[src/rtl/sobel_window_engine.sv]
// rtl/sobel_window_engine.sv - pipelined 3x3 Sobel edge stage fed by the three-line window buffer
//
// Purpose: each accepted cycle takes three rows of two 32-bit window words and
// produces four saturated edge magnitudes plus a thresholded edge mask, three
// cycles later. Results are suppressed until PRIME_COUNT words of the current
// frame have been seen, so only windows built on valid line history leave the stage.
//
// Ports:
//   clk          rising-edge clock
//   rst_n        asynchronous active-low reset
//   in_valid     window words valid this cycle
//   frame_start  first word of a new frame; restarts priming
//   w0..w5       window words: top {w0 left, w1 right}, middle {w2, w3}, bottom {w4, w5}
//   out_valid    one-cycle pulse, result valid
//   out_mag      four saturated magnitudes, byte k in bits [8k+7:8k]
//   out_edge     bit k set when the unsaturated magnitude of byte k >= THRESHOLD
module sobel_window_engine #(
  parameter logic [10:0] THRESHOLD   = 11'd128,
  parameter int unsigned PRIME_COUNT = 168
) (
  input  logic        clk,
  input  logic        rst_n,
  input  logic        in_valid,
  input  logic        frame_start,
  input  logic [31:0] w0,
  input  logic [31:0] w1,
  input  logic [31:0] w2,
  input  logic [31:0] w3,
  input  logic [31:0] w4,
  input  logic [31:0] w5,
  output logic        out_valid,
  output logic [31:0] out_mag,
  output logic [3:0]  out_edge
);

  localparam logic [8:0] PRIME_MAX = 9'(PRIME_COUNT);

  // Weighted column difference: (a + 2b + c) - (d + 2e + f). Each sum is at
  // most 1020, so the 11-bit signed result never wraps.
  function automatic logic signed [10:0] diff3(input logic [7:0] pa, input logic [7:0] pb,
                                               input logic [7:0] pc, input logic [7:0] na,
                                               input logic [7:0] nb, input logic [7:0] nc);
    logic [9:0] w_pos;
    logic [9:0] w_neg;
    w_pos = 10'(pa) + {1'b0, pb, 1'b0} + 10'(pc);
    w_neg = 10'(na) + {1'b0, nb, 1'b0} + 10'(nc);
    return $signed({1'b0, w_pos}) - $signed({1'b0, w_neg});
  endfunction

  // |v| <= 1020 always fits in 10 bits.
  function automatic logic [9:0] abs11(input logic signed [10:0] v);
    logic signed [10:0] w_n;
    w_n = v[10] ? -v : v;
    return w_n[9:0];
  endfunction

  function automatic logic [7:0] px(input logic [63:0] row, input int idx);
    return row[8*idx +: 8];
  endfunction

  // Prime counter: an input is primed only if the counter already sat at
  // PRIME_MAX when it arrived; a frame_start word always starts a new count.
  logic [8:0] r_prime_cnt;
  logic       w_primed;

  assign w_primed = in_valid && !frame_start && (r_prime_cnt == PRIME_MAX);

  always_ff @(posedge clk or negedge rst_n) begin
    if (!rst_n) begin
      r_prime_cnt <= 9'd0;
    end else if (frame_start) begin
      r_prime_cnt <= in_valid ? 9'd1 : 9'd0;
    end else if (in_valid && (r_prime_cnt != PRIME_MAX)) begin
      r_prime_cnt <= r_prime_cnt + 9'd1;
    end
  end

  // S1: capture the window rows as 64-bit pixel strips {right, left}. Only
  // primed words are carried, so unprimed data never disturbs held outputs.
  logic        r_s1_valid;
  logic [63:0] r_top;
  logic [63:0] r_mid;
  logic [63:0] r_bot;

  always_ff @(posedge clk or negedge rst_n) begin
    if (!rst_n) begin
      r_s1_valid <= 1'b0;
      r_top      <= '0;
      r_mid      <= '0;
      r_bot      <= '0;
    end else begin
      r_s1_valid <= w_primed;
      if (w_primed) begin
        r_top <= {w1, w0};
        r_mid <= {w3, w2};
        r_bot <= {w5, w4};
      end
    end
  end

  // S2: output k is centred on pixel column k+2 and uses columns k+1..k+3.
  logic signed [10:0] w_gx [4];
  logic signed [10:0] w_gy [4];

  always_comb begin
    for (int k = 0; k < 4; k++) begin
      w_gx[k] = diff3(px(r_top, k+3), px(r_mid, k+3), px(r_bot, k+3),
                      px(r_top, k+1), px(r_mid, k+1), px(r_bot, k+1));
      w_gy[k] = diff3(px(r_bot, k+1), px(r_bot, k+2), px(r_bot, k+3),
                      px(r_top, k+1), px(r_top, k+2), px(r_top, k+3));
    end
  end

  logic               r_s2_valid;
  logic signed [10:0] r_gx [4];
  logic signed [10:0] r_gy [4];

  always_ff @(posedge clk or negedge rst_n) begin
    if (!rst_n) begin
      r_s2_valid <= 1'b0;
      for (int k = 0; k < 4; k++) begin
        r_gx[k] <= '0;
        r_gy[k] <= '0;
      end
    end else begin
      r_s2_valid <= r_s1_valid;
      if (r_s1_valid) begin
        for (int k = 0; k < 4; k++) begin
          r_gx[k] <= w_gx[k];
          r_gy[k] <= w_gy[k];
        end
      end
    end
  end

  // S3: the threshold sees the full 11-bit magnitude; only the byte saturates.
  logic [31:0] w_mag_sat;
  logic [3:0]  w_edge;
  logic [10:0] w_mag [4];

  always_comb begin
    w_mag_sat = '0;
    w_edge    = '0;
    for (int k = 0; k < 4; k++) begin
      w_mag[k]            = {1'b0, abs11(r_gx[k])} + {1'b0, abs11(r_gy[k])};
      w_mag_sat[8*k +: 8] = (w_mag[k] > 11'd255) ? 8'hFF : w_mag[k][7:0];
      w_edge[k]           = (w_mag[k] >= THRESHOLD);
    end
  end

  always_ff @(posedge clk or negedge rst_n) begin
    if (!rst_n) begin
      out_valid <= 1'b0;
      out_mag   <= 32'h0;
      out_edge  <= 4'h0;
    end else begin
      out_valid <= r_s2_valid;
      if (r_s2_valid) begin
        out_mag  <= w_mag_sat;
        out_edge <= w_edge;
      end
    end
  end

endmodule
[config.mk]
export PLATFORM = sky130hd
export DESIGN_NAME = sobel_window_engine
export DESIGN_NICKNAME = d
export VERILOG_FILES = /design/src/rtl/sobel_window_engine.sv
export SDC_FILE = /design/constraint.sdc
export NUM_CORES = 1
export LEC_CHECK = 0
export CAP_MARGIN = 30
export CORE_MARGIN = 5
export CORE_UTILIZATION = 41
export CTS_CLUSTER_DIAMETER = 150
export DETAILED_ROUTE_END_ITERATION = 8
export PLACE_DENSITY = 0.63
export SLEW_MARGIN = 5
export SYNTH_ARGS = -nofsm -noshare
export SYNTH_HDL_FRONTEND = slang
export SYNTH_SLANG_ARGS = --single-unit
export TNS_END_PERCENT = 50
[constraint.sdc]
create_clock -name clk -period 5.8 [get_ports clk]
set_input_delay 1.45 -clock clk [delete_from_list [all_inputs] [get_ports clk]]
set_output_delay 1.45 -clock clk [all_outputs]
set_load 0.05 [all_outputs]
==> impl_table.tex, run 1 <==
\begin{tabular}{lr}
\hline
Metric & Value \\
\hline
\multicolumn{2}{l}{\textbf{Run status}} \\
\quad Status & completed \\
\multicolumn{2}{l}{\textbf{Floorplan}} \\
\quad Die Span X & 242 um \\
\quad Starting utilization of the core area & 41.1\% \\
\quad Die area & 58400 um2 \\
\quad Total I/O pin count & 233 \\
\quad Die Span Y & 242 um \\
\quad Placement row count & 85 \\
\quad Floorplan Core Area & 53500 um2 \\
\multicolumn{2}{l}{\textbf{Placement}} \\
\quad Pre-CTS setup slack & 0.344 ns \\
\quad Count of buffers inserted at the top-level ports & 184 \\
\quad Final HPWL DP & 45700 um \\
\quad Routability congestion estimate & 0.916 \\
\multicolumn{2}{l}{\textbf{Global route}} \\
\quad Largest net degree at the start of global routing & 109 \\
\quad Top Usage Layer GRT & met2 \\
\quad GR met1 Demand/Resource & 26.6\% \\
\quad Met2 Usage GRT & 31.3\% \\
\quad GR met3 Demand/Resource & 4.01\% \\
\quad Vias in the first global route & 16388 \\
\quad Total grt overflow & 0 \\
\quad First-pass GRT wire length & 91500 um \\
\quad Total track usage & 19.5\% \\
\quad Initial antenna violation count & 1 \\
\multicolumn{2}{l}{\textbf{Synth}} \\
\quad Mean area per synthesized cell & 10.7 um2 \\
\quad Mapped Area & 22000 um2 \\
\quad Mapped Cells & 2050 \\
\quad Post-synth top flop & sky130\_fd\_sc\_hd\_\_dfrtp\_1 \\
\quad Register bit total from synthesis & 280 \\
\quad Number of enable flip-flop cells after synthesis & 0 \\
\quad Net count after synthesis & 2622 \\
\quad Sequential-to-total area share from yosys stat & 31.8\% \\
\quad Async set-or-reset flop fraction in the synthesized netlist & 100\% \\
\quad Total number of yosys warnings & 0 \\
\quad Unique cell type count in the Yosys netlist & 66 \\
\multicolumn{2}{l}{\textbf{Setup path}} \\
\quad CP Data Required Time & 6.22 ns \\
\quad Data arrival time at the worst-slack endpoint & 5.89 ns \\
\quad Largest fanout on the critical path & 4 \\
\quad Critical setup path kind & reg2reg \\
\quad Endpoint class of the critical path & register \\
\quad Type of element launching the critical path & register \\
\multicolumn{2}{l}{\textbf{Power and ir drop}} \\
\quad Static Leak & 12.0 nW \\
\quad Worst vdd ir & 179 uV \\
\quad Total Power & 8.73 mW \\
\quad Power per cell area & 336 nW/um2 \\
\multicolumn{2}{l}{\textbf{Detailed routing}} \\
\quad Antenna Violating Nets Remaining & 0 \\
\quad Routed via count divided by cell count & 5.34 \\
\quad DRC viols & 0 \\
\quad Initial drt markers & 890 \\
\quad Wire length after detailed routing & 57200 um \\
\quad Number of detailed-routing iterations run before antenna repair & 5 \\
\quad Wirelength per Cell & 19.3 um \\
\quad Overall via count from detail\_route & 15814 \\
\multicolumn{2}{l}{\textbf{CTS}} \\
\quad CTS Hold Bufs & 0 \\
\quad Clock tree from TritonCTS & built \\
\quad Cell chosen for the clock root & sky130\_fd\_sc\_hd\_\_clkbuf\_16 \\
\quad Post\_cts resized & 0 \\
\quad Worst-Skew Late Latency & 0.56 ns \\
\quad CTS Sinks & 280 \\
\quad Clock transition time at the flip-flop clock pins of the worst setup and hold paths & 0.06 ns \\
\quad Htree depth & 2 \\
\quad Number of clock buffers inserted by TritonCTS & 36 \\
\quad Post-CTS Setup Bufs & 0 \\
\quad Number of buffers on the longest clock path & 3 \\
\multicolumn{2}{l}{\textbf{Timing}} \\
\quad Fin Setup TNS & 0 ns \\
\quad Fin. Hold Viols & 0 \\
\quad Unrepaired setup endpoints after global routing & no \\
\quad Number of pins with negative max-slew slack in the final report & 0 \\
\quad Worst hold slack & 0.483 ns \\
\quad Slew at the pin closest to its max-slew limit & 0.943 ns \\
\quad Post-route clock period utilization & 94.3\% \\
\quad Slew Limit Headroom & 37.1\% \\
\quad Slack of the critical path & 0.331 ns \\
\quad Number of setup violations in the final report & 0 \\
\quad Setup skew after layout & 0.0305 ns \\
\quad F\_max & 0.183 GHz \\
\quad Final critical delay including setup and external delays & 5.47 ns \\
\multicolumn{2}{l}{\textbf{Final layout}} \\
\quad Storage element area & 7010 um2 \\
\quad Area added between synthesis and finish & 18.1\% \\
\quad Total number of nets in the final design & 2807 \\
\quad Core occupancy in the finished layout & 48.6\% \\
\quad Share of post-route cells with drive strength above 1 & 11.1\% \\
\quad Top library cells by usage in the layout, fill and taps aside & 279 x sky130\_fd\_sc\_hd\_\_dfrtp\_1, 277 x sky130\_fd\_sc\_hd\_\_inv\_1, 204 x sky130\_fd\_sc\_hd\_\_fa\_1, 183 x sky130\_fd\_sc\_hd\_\_clkdlybuf4s50\_1, 172 x sky130\_fd\_sc\_hd\_\_ha\_1 \\
\quad Filler cell count in the final layout & 4833 \\
\quad Most frequent standard cell in the layout excluding fill and tap cells & sky130\_fd\_sc\_hd\_\_dfrtp\_1 \\
\quad Area of combinational cells with multiple inputs & 13800 um2 \\
\multicolumn{2}{l}{\textbf{Job}} \\
\quad Max Cap Viol & 0 \\
\multicolumn{2}{l}{\textbf{Min path}} \\
\quad Type of the tightest min-delay check & reg2reg \\
\hline
\end{tabular}
## kinds of logic after synthesis
family / after synthesis / synth area share (%)
multiplexers: 165 / 8.42
buffers and inverters: 330 / 5.67
AO/OA/AOI/OAI: 401 / 12.5
flip-flops: 280 / 31.8
XOR/XNOR: 120 / 4.78
AND/OR/NAND/NOR: 378 / 8.46
adder cells (fa/ha/maj): 376 / 28.3
## critical path, cell delays in order (launching register included)
cell and delay [ns]:
sky130_fd_sc_hd__dfrtp_1 0.36, sky130_fd_sc_hd__inv_1 0.18, sky130_fd_sc_hd__fa_1 0.57, sky130_fd_sc_hd__inv_1 0.04, sky130_fd_sc_hd__ha_1 0.23, sky130_fd_sc_hd__fa_1 0.42
sky130_fd_sc_hd__a21o_1 0.18, sky130_fd_sc_hd__a21oi_1 0.30, sky130_fd_sc_hd__o21bai_1 0.10, sky130_fd_sc_hd__a21oi_1 0.27, sky130_fd_sc_hd__xnor2_1 0.23, sky130_fd_sc_hd__fa_1 0.51
sky130_fd_sc_hd__fa_1 0.51, sky130_fd_sc_hd__inv_1 0.04, sky130_fd_sc_hd__ha_1 0.33, sky130_fd_sc_hd__a2111o_1 0.43, sky130_fd_sc_hd__o2111ai_1 0.18, sky130_fd_sc_hd__or3b_2 0.45
## sequential cells by signal, summed over array words and instances, names as in the netlist
signal / flops
r_bot: 48
r_mid: 48
r_top: 48
r_gx: 44
r_gy: 44
out_mag: 32
r_prime_cnt: 9
out_edge: 4
out_valid: 1
r_s1_valid: 1
r_s2_valid: 1
## power breakdown
part	internal, mW	total [mW]	switching (mW)
combinational	1.67	3.81	2.14
sequential	2.16	2.46	0.299
clock	1.54	2.46	0.913
## Yosys cell counts, types with 4 or more instances
| library cell | count | area [um2] |
|---|---|---|
| sky130_fd_sc_hd__a2111o_1 | 8 | 90.1 |
| sky130_fd_sc_hd__a211oi_1 | 31 | 233 |
| sky130_fd_sc_hd__a21o_1 | 37 | 278 |
| sky130_fd_sc_hd__a21oi_1 | 61 | 305 |
| sky130_fd_sc_hd__a221oi_1 | 4 | 35.0 |
| sky130_fd_sc_hd__a31oi_1 | 18 | 113 |
| sky130_fd_sc_hd__and3_1 | 5 | 31.3 |
| sky130_fd_sc_hd__buf_1 | 20 | 75.1 |
| sky130_fd_sc_hd__buf_2 | 7 | 35.0 |
| sky130_fd_sc_hd__clkbuf_1 | 25 | 93.8 |
| sky130_fd_sc_hd__dfrtp_1 | 280 | 7010 |
| sky130_fd_sc_hd__fa_1 | 204 | 4080 |
| sky130_fd_sc_hd__ha_1 | 172 | 2150 |
| sky130_fd_sc_hd__inv_1 | 278 | 1040 |
| sky130_fd_sc_hd__mux2_2 | 160 | 1800 |
| sky130_fd_sc_hd__mux2i_1 | 5 | 50.1 |
| sky130_fd_sc_hd__nand2_1 | 109 | 409 |
| sky130_fd_sc_hd__nand2b_1 | 15 | 93.8 |
| sky130_fd_sc_hd__nand3_1 | 18 | 90.1 |
| sky130_fd_sc_hd__nand3b_1 | 5 | 37.5 |
| sky130_fd_sc_hd__nand4_1 | 18 | 113 |
| sky130_fd_sc_hd__nor2_1 | 88 | 330 |
| sky130_fd_sc_hd__nor2b_1 | 18 | 113 |
| sky130_fd_sc_hd__nor3_1 | 32 | 160 |
| sky130_fd_sc_hd__nor3b_1 | 9 | 67.6 |
| sky130_fd_sc_hd__nor4_1 | 10 | 62.6 |
| sky130_fd_sc_hd__o2111ai_1 | 8 | 70.1 |
| sky130_fd_sc_hd__o21a_1 | 25 | 188 |
| sky130_fd_sc_hd__o21ai_0 | 89 | 445 |
| sky130_fd_sc_hd__o21bai_1 | 8 | 60.1 |
| sky130_fd_sc_hd__o22a_1 | 20 | 175 |
| sky130_fd_sc_hd__o22ai_1 | 5 | 31.3 |
| sky130_fd_sc_hd__o2bb2ai_1 | 8 | 70.1 |
| sky130_fd_sc_hd__o31a_1 | 7 | 61.3 |
| sky130_fd_sc_hd__o31ai_1 | 39 | 293 |
| sky130_fd_sc_hd__o41ai_1 | 6 | 52.6 |
| sky130_fd_sc_hd__or3_1 | 32 | 200 |
| sky130_fd_sc_hd__xnor2_1 | 95 | 832 |
| sky130_fd_sc_hd__xor2_1 | 25 | 219 |
## through the flow
stage                     std cells  area (um2)
after floorplan                2050       22000
after global placement         2893       24700
after detailed placement       2893       24700
after CTS                      2958       26000
after global routing           2958       26000
final                          2959       26000
## layout make-up
type	instances	area share, %
flip-flops and latches	280	27.0
diodes	1	0.00963
multi-input cells	1440	52.9
clock buffers	47	4.02
repair buffers	199	7.68
well taps	696	3.35
clock inverters	18	1.05
inverters	278	4.01
## layer usage
| metal | part of all wire, % | vias up |
|---|---|---|
| li1 | - | 7425 |
| met1 | 45 | 7804 |
| met2 | 46 | 475 |
| met3 | 5.7 | 110 |
| met4 | 3.6 | 0 |
| met5 | 0 | - |
## worst paths after layout
| check | slack (ns) | startpoint | depth (start not counted) | endpoint |
|---|---|---|---|---|
| worst min-delay path | 0.48 | out_edge[0] | 1 | out_edge[0] |
| max in group asynchronous | 3.76 | rst_n | 2 | r_top[23] |
| worst min register to register | 0.48 | out_edge[0] | 1 | out_edge[0] |
| worst max-delay path | 0.33 | r_top[25] | 17 | r_gx[20] |
| min in group asynchronous | 0.97 | rst_n | 1 | out_mag[26] |
| worst max register to register | 0.33 | r_top[25] | 17 | r_gx[20] |
(Power assumes the default switching activity.)
==> inputs of run 2 (changes only) <==
RECOVER_POWER = 25   (was default)
==> run 2 against run 1 <==
Net effect: the run now ends with max-capacitance violations, max-slew violations left; register-to-register slack worse by 0.03 ns; fmax decreased by 0.54%; clock skew fell by 0.0015 ns; sequential cell count unchanged; total power about the same; die area unchanged; via count rose by 0.27%; sequential power hardly changed; combinational power hardly changed; cell count stayed put; critical path type unchanged.
==> impl_table.tex, run 2 (synthesis gave the netlist of run 1 again) <==
\begin{tabular}{lr}
\hline
Metric & Value \\
\hline
\multicolumn{2}{l}{\textbf{Detailed routing}} \\
\quad Initial drt markers & 905 \\
\quad DRC viols & 0 \\
\quad Antenna Violating Nets Remaining & 0 \\
\quad Wirelength per Cell & 19.3 um \\
\quad Wire length after detailed routing & 57100 um \\
\quad Overall via count from detail\_route & 15856 \\
\quad Number of detailed-routing iterations run before antenna repair & 4 \\
\quad Routed via count divided by cell count & 5.36 \\
\multicolumn{2}{l}{\textbf{CTS}} \\
\quad Post\_cts resized & 0 \\
\quad Number of buffers on the longest clock path & 3 \\
\quad CTS Hold Bufs & 0 \\
\quad Cell chosen for the clock root & sky130\_fd\_sc\_hd\_\_clkbuf\_16 \\
\quad Worst-Skew Late Latency & 0.55 ns \\
\quad CTS Sinks & 280 \\
\quad Clock tree from TritonCTS & built \\
\quad Post-CTS Setup Bufs & 0 \\
\quad Number of clock buffers inserted by TritonCTS & 36 \\
\quad Clock transition time at the flip-flop clock pins of the worst setup and hold paths & 0.06 ns \\
\quad Htree depth & 2 \\
\multicolumn{2}{l}{\textbf{Min path}} \\
\quad Type of the tightest min-delay check & reg2reg \\
\quad Count of cells along the worst hold path & 1 \\
\multicolumn{2}{l}{\textbf{Setup path}} \\
\quad CP Data Required Time & 6.22 ns \\
\quad Largest fanout on the critical path & 4 \\
\quad Data arrival time at the worst-slack endpoint & 5.92 ns \\
\quad Critical setup path kind & reg2reg \\
\quad Cells on worst reg2reg path & 17 \\
\quad Endpoint class of the critical path & register \\
\quad Type of element launching the critical path & register \\
\multicolumn{2}{l}{\textbf{Final layout}} \\
\quad Top library cells by usage in the layout, fill and taps aside & 280 x sky130\_fd\_sc\_hd\_\_dfrtp\_1, 277 x sky130\_fd\_sc\_hd\_\_inv\_1, 204 x sky130\_fd\_sc\_hd\_\_fa\_1, 181 x sky130\_fd\_sc\_hd\_\_clkdlybuf4s50\_1, 172 x sky130\_fd\_sc\_hd\_\_ha\_1 \\
\quad Total number of nets in the final design & 2807 \\
\quad Number of standard cells in the layout, taps in and fillers out & 2959 \\
\quad Area added between synthesis and finish & 18.0\% \\
\quad Share of post-route cells with drive strength above 1 & 10.9\% \\
\quad Registers with the highest flip-flop counts & r\_bot: 48 flops, r\_mid: 48 flops, r\_top: 48 flops \\
\quad Summed area of non-filler cells in the final layout & 26000 um2 \\
\quad Most frequent standard cell in the layout excluding fill and tap cells & sky130\_fd\_sc\_hd\_\_dfrtp\_1 \\
\quad Filler cell count in the final layout & 4838 \\
\multicolumn{2}{l}{\textbf{Power and ir drop}} \\
\quad Static Leak & 12.0 nW \\
\quad Total Power & 8.73 mW \\
\quad Power per cell area & 336 nW/um2 \\
\quad Worst vdd ir & 179 uV \\
\multicolumn{2}{l}{\textbf{Job}} \\
\quad Max Cap Viol & 3 \\
\multicolumn{2}{l}{\textbf{Floorplan}} \\
\quad Die area & 58400 um2 \\
\quad Placement row count & 85 \\
\quad Die Span X & 242 um \\
\quad Die Span Y & 242 um \\
\quad Total I/O pin count & 233 \\
\quad Starting utilization of the core area & 41.1\% \\
\quad Floorplan Core Area & 53500 um2 \\
\multicolumn{2}{l}{\textbf{Timing}} \\
\quad Slew Limit Headroom & -147\% \\
\quad Setup skew after layout & 0.0290 ns \\
\quad Fin Setup TNS & 0 ns \\
\quad Final critical delay including setup and external delays & 5.50 ns \\
\quad Fin. Hold Viols & 0 \\
\quad Number of setup violations in the final report & 0 \\
\quad Number of pins with negative max-slew slack in the final report & 235 \\
\quad Unrepaired setup endpoints after global routing & no \\
\quad Post-route clock period utilization & 94.8\% \\
\quad Slew at the pin closest to its max-slew limit & 3.71 ns \\
\quad Slack of the critical path & 0.302 ns \\
\quad F\_max & 0.182 GHz \\
\multicolumn{2}{l}{\textbf{Run status}} \\
\quad Status & finished, violations left \\
\quad Failing checks & max-capacitance violations, max-slew violations \\
\multicolumn{2}{l}{\textbf{Global route}} \\
\quad Total grt overflow & 0 \\
\quad Total track usage & 19.5\% \\
\quad Largest net degree at the start of global routing & 109 \\
\quad Vias in the first global route & 16388 \\
\quad Initial antenna violation count & 1 \\
\quad First-pass GRT wire length & 91500 um \\
\multicolumn{2}{l}{\textbf{Placement}} \\
\quad Post-placement cell area & 24700 um2 \\
\quad DP Cell Count & 2893 \\
\quad Pre-CTS setup slack & 0.344 ns \\
\quad Count of buffers inserted at the top-level ports & 184 \\
\quad Final HPWL DP & 45700 um \\
\quad Routability congestion estimate & 0.916 \\
\hline
\end{tabular}
run 2: final timing paths:
kind / from / endpoint / slack, ns
setup / recovery: r_top[25] / r_gx[20] / 0.30
hold / removal: out_edge[0] / out_edge[0] / 0.48
setup reg to reg: r_top[25] / r_gx[20] / 0.30
hold reg to reg: out_edge[0] / out_edge[0] / 0.48
max in group asynchronous: rst_n / r_prime_cnt[5] / 2.07
min in group asynchronous: rst_n / out_mag[28] / 1.86
run 2: worst max-delay path: stages, from the launching register on:
cell and delay [ns]:
sky130_fd_sc_hd__dfrtp_1 0.36, sky130_fd_sc_hd__inv_1 0.18, sky130_fd_sc_hd__fa_1 0.57, sky130_fd_sc_hd__inv_1 0.04, sky130_fd_sc_hd__ha_1 0.23, sky130_fd_sc_hd__fa_1 0.42, sky130_fd_sc_hd__a21o_1 0.18, sky130_fd_sc_hd__a21oi_1 0.30
sky130_fd_sc_hd__o21bai_1 0.10, sky130_fd_sc_hd__a21oi_1 0.27, sky130_fd_sc_hd__xnor2_1 0.23, sky130_fd_sc_hd__fa_1 0.51, sky130_fd_sc_hd__fa_1 0.51, sky130_fd_sc_hd__inv_1 0.04, sky130_fd_sc_hd__ha_1 0.33, sky130_fd_sc_hd__a2111o_1 0.43
sky130_fd_sc_hd__o2111ai_1 0.18, sky130_fd_sc_hd__or3b_2 0.47
run 2: where the power goes:
group	total (mW)	switching, mW	internal [mW]
Combinational	3.81	2.14	1.67
Sequential	2.46	0.300	2.16
Clock	2.46	0.911	1.54
run 2: final cells by class:
| type | count | area, um2 | area share [%] |
|---|---|---|---|
| diodes | 1 | 2.50 | 0.00964 |
| clock buffers | 47 | 1040 | 4.02 |
| flip-flops and latches | 280 | 7010 | 27.0 |
| multi-input cells | 1440 | 13800 | 53.0 |
| clock inverters | 18 | 273 | 1.05 |
| well taps | 696 | 871 | 3.35 |
| inverters | 278 | 1040 | 4.02 |
| repair buffers | 199 | 1980 | 7.61 |
run 2: layer usage:
| layer | wire length, um | share of wire [%] | global-route usage (%) |
|---|---|---|---|
| met5 | 0 | 0 | 0 |
| met4 | 2010 | 3.5 | 6.75 |
| met3 | 3340 | 5.8 | 4.01 |
| met2 | 26500 | 46 | 31.3 |
| met1 | 25300 | 44 | 26.6 |
run 2: through the flow:
stage,hold slack [ns],util (%)
after detailed placement,0.475,46.1
after global routing,0.507,48.5
after global placement,0.464,46.1
after CTS,0.487,48.6
final,0.483,48.5
after floorplan,0.352,-
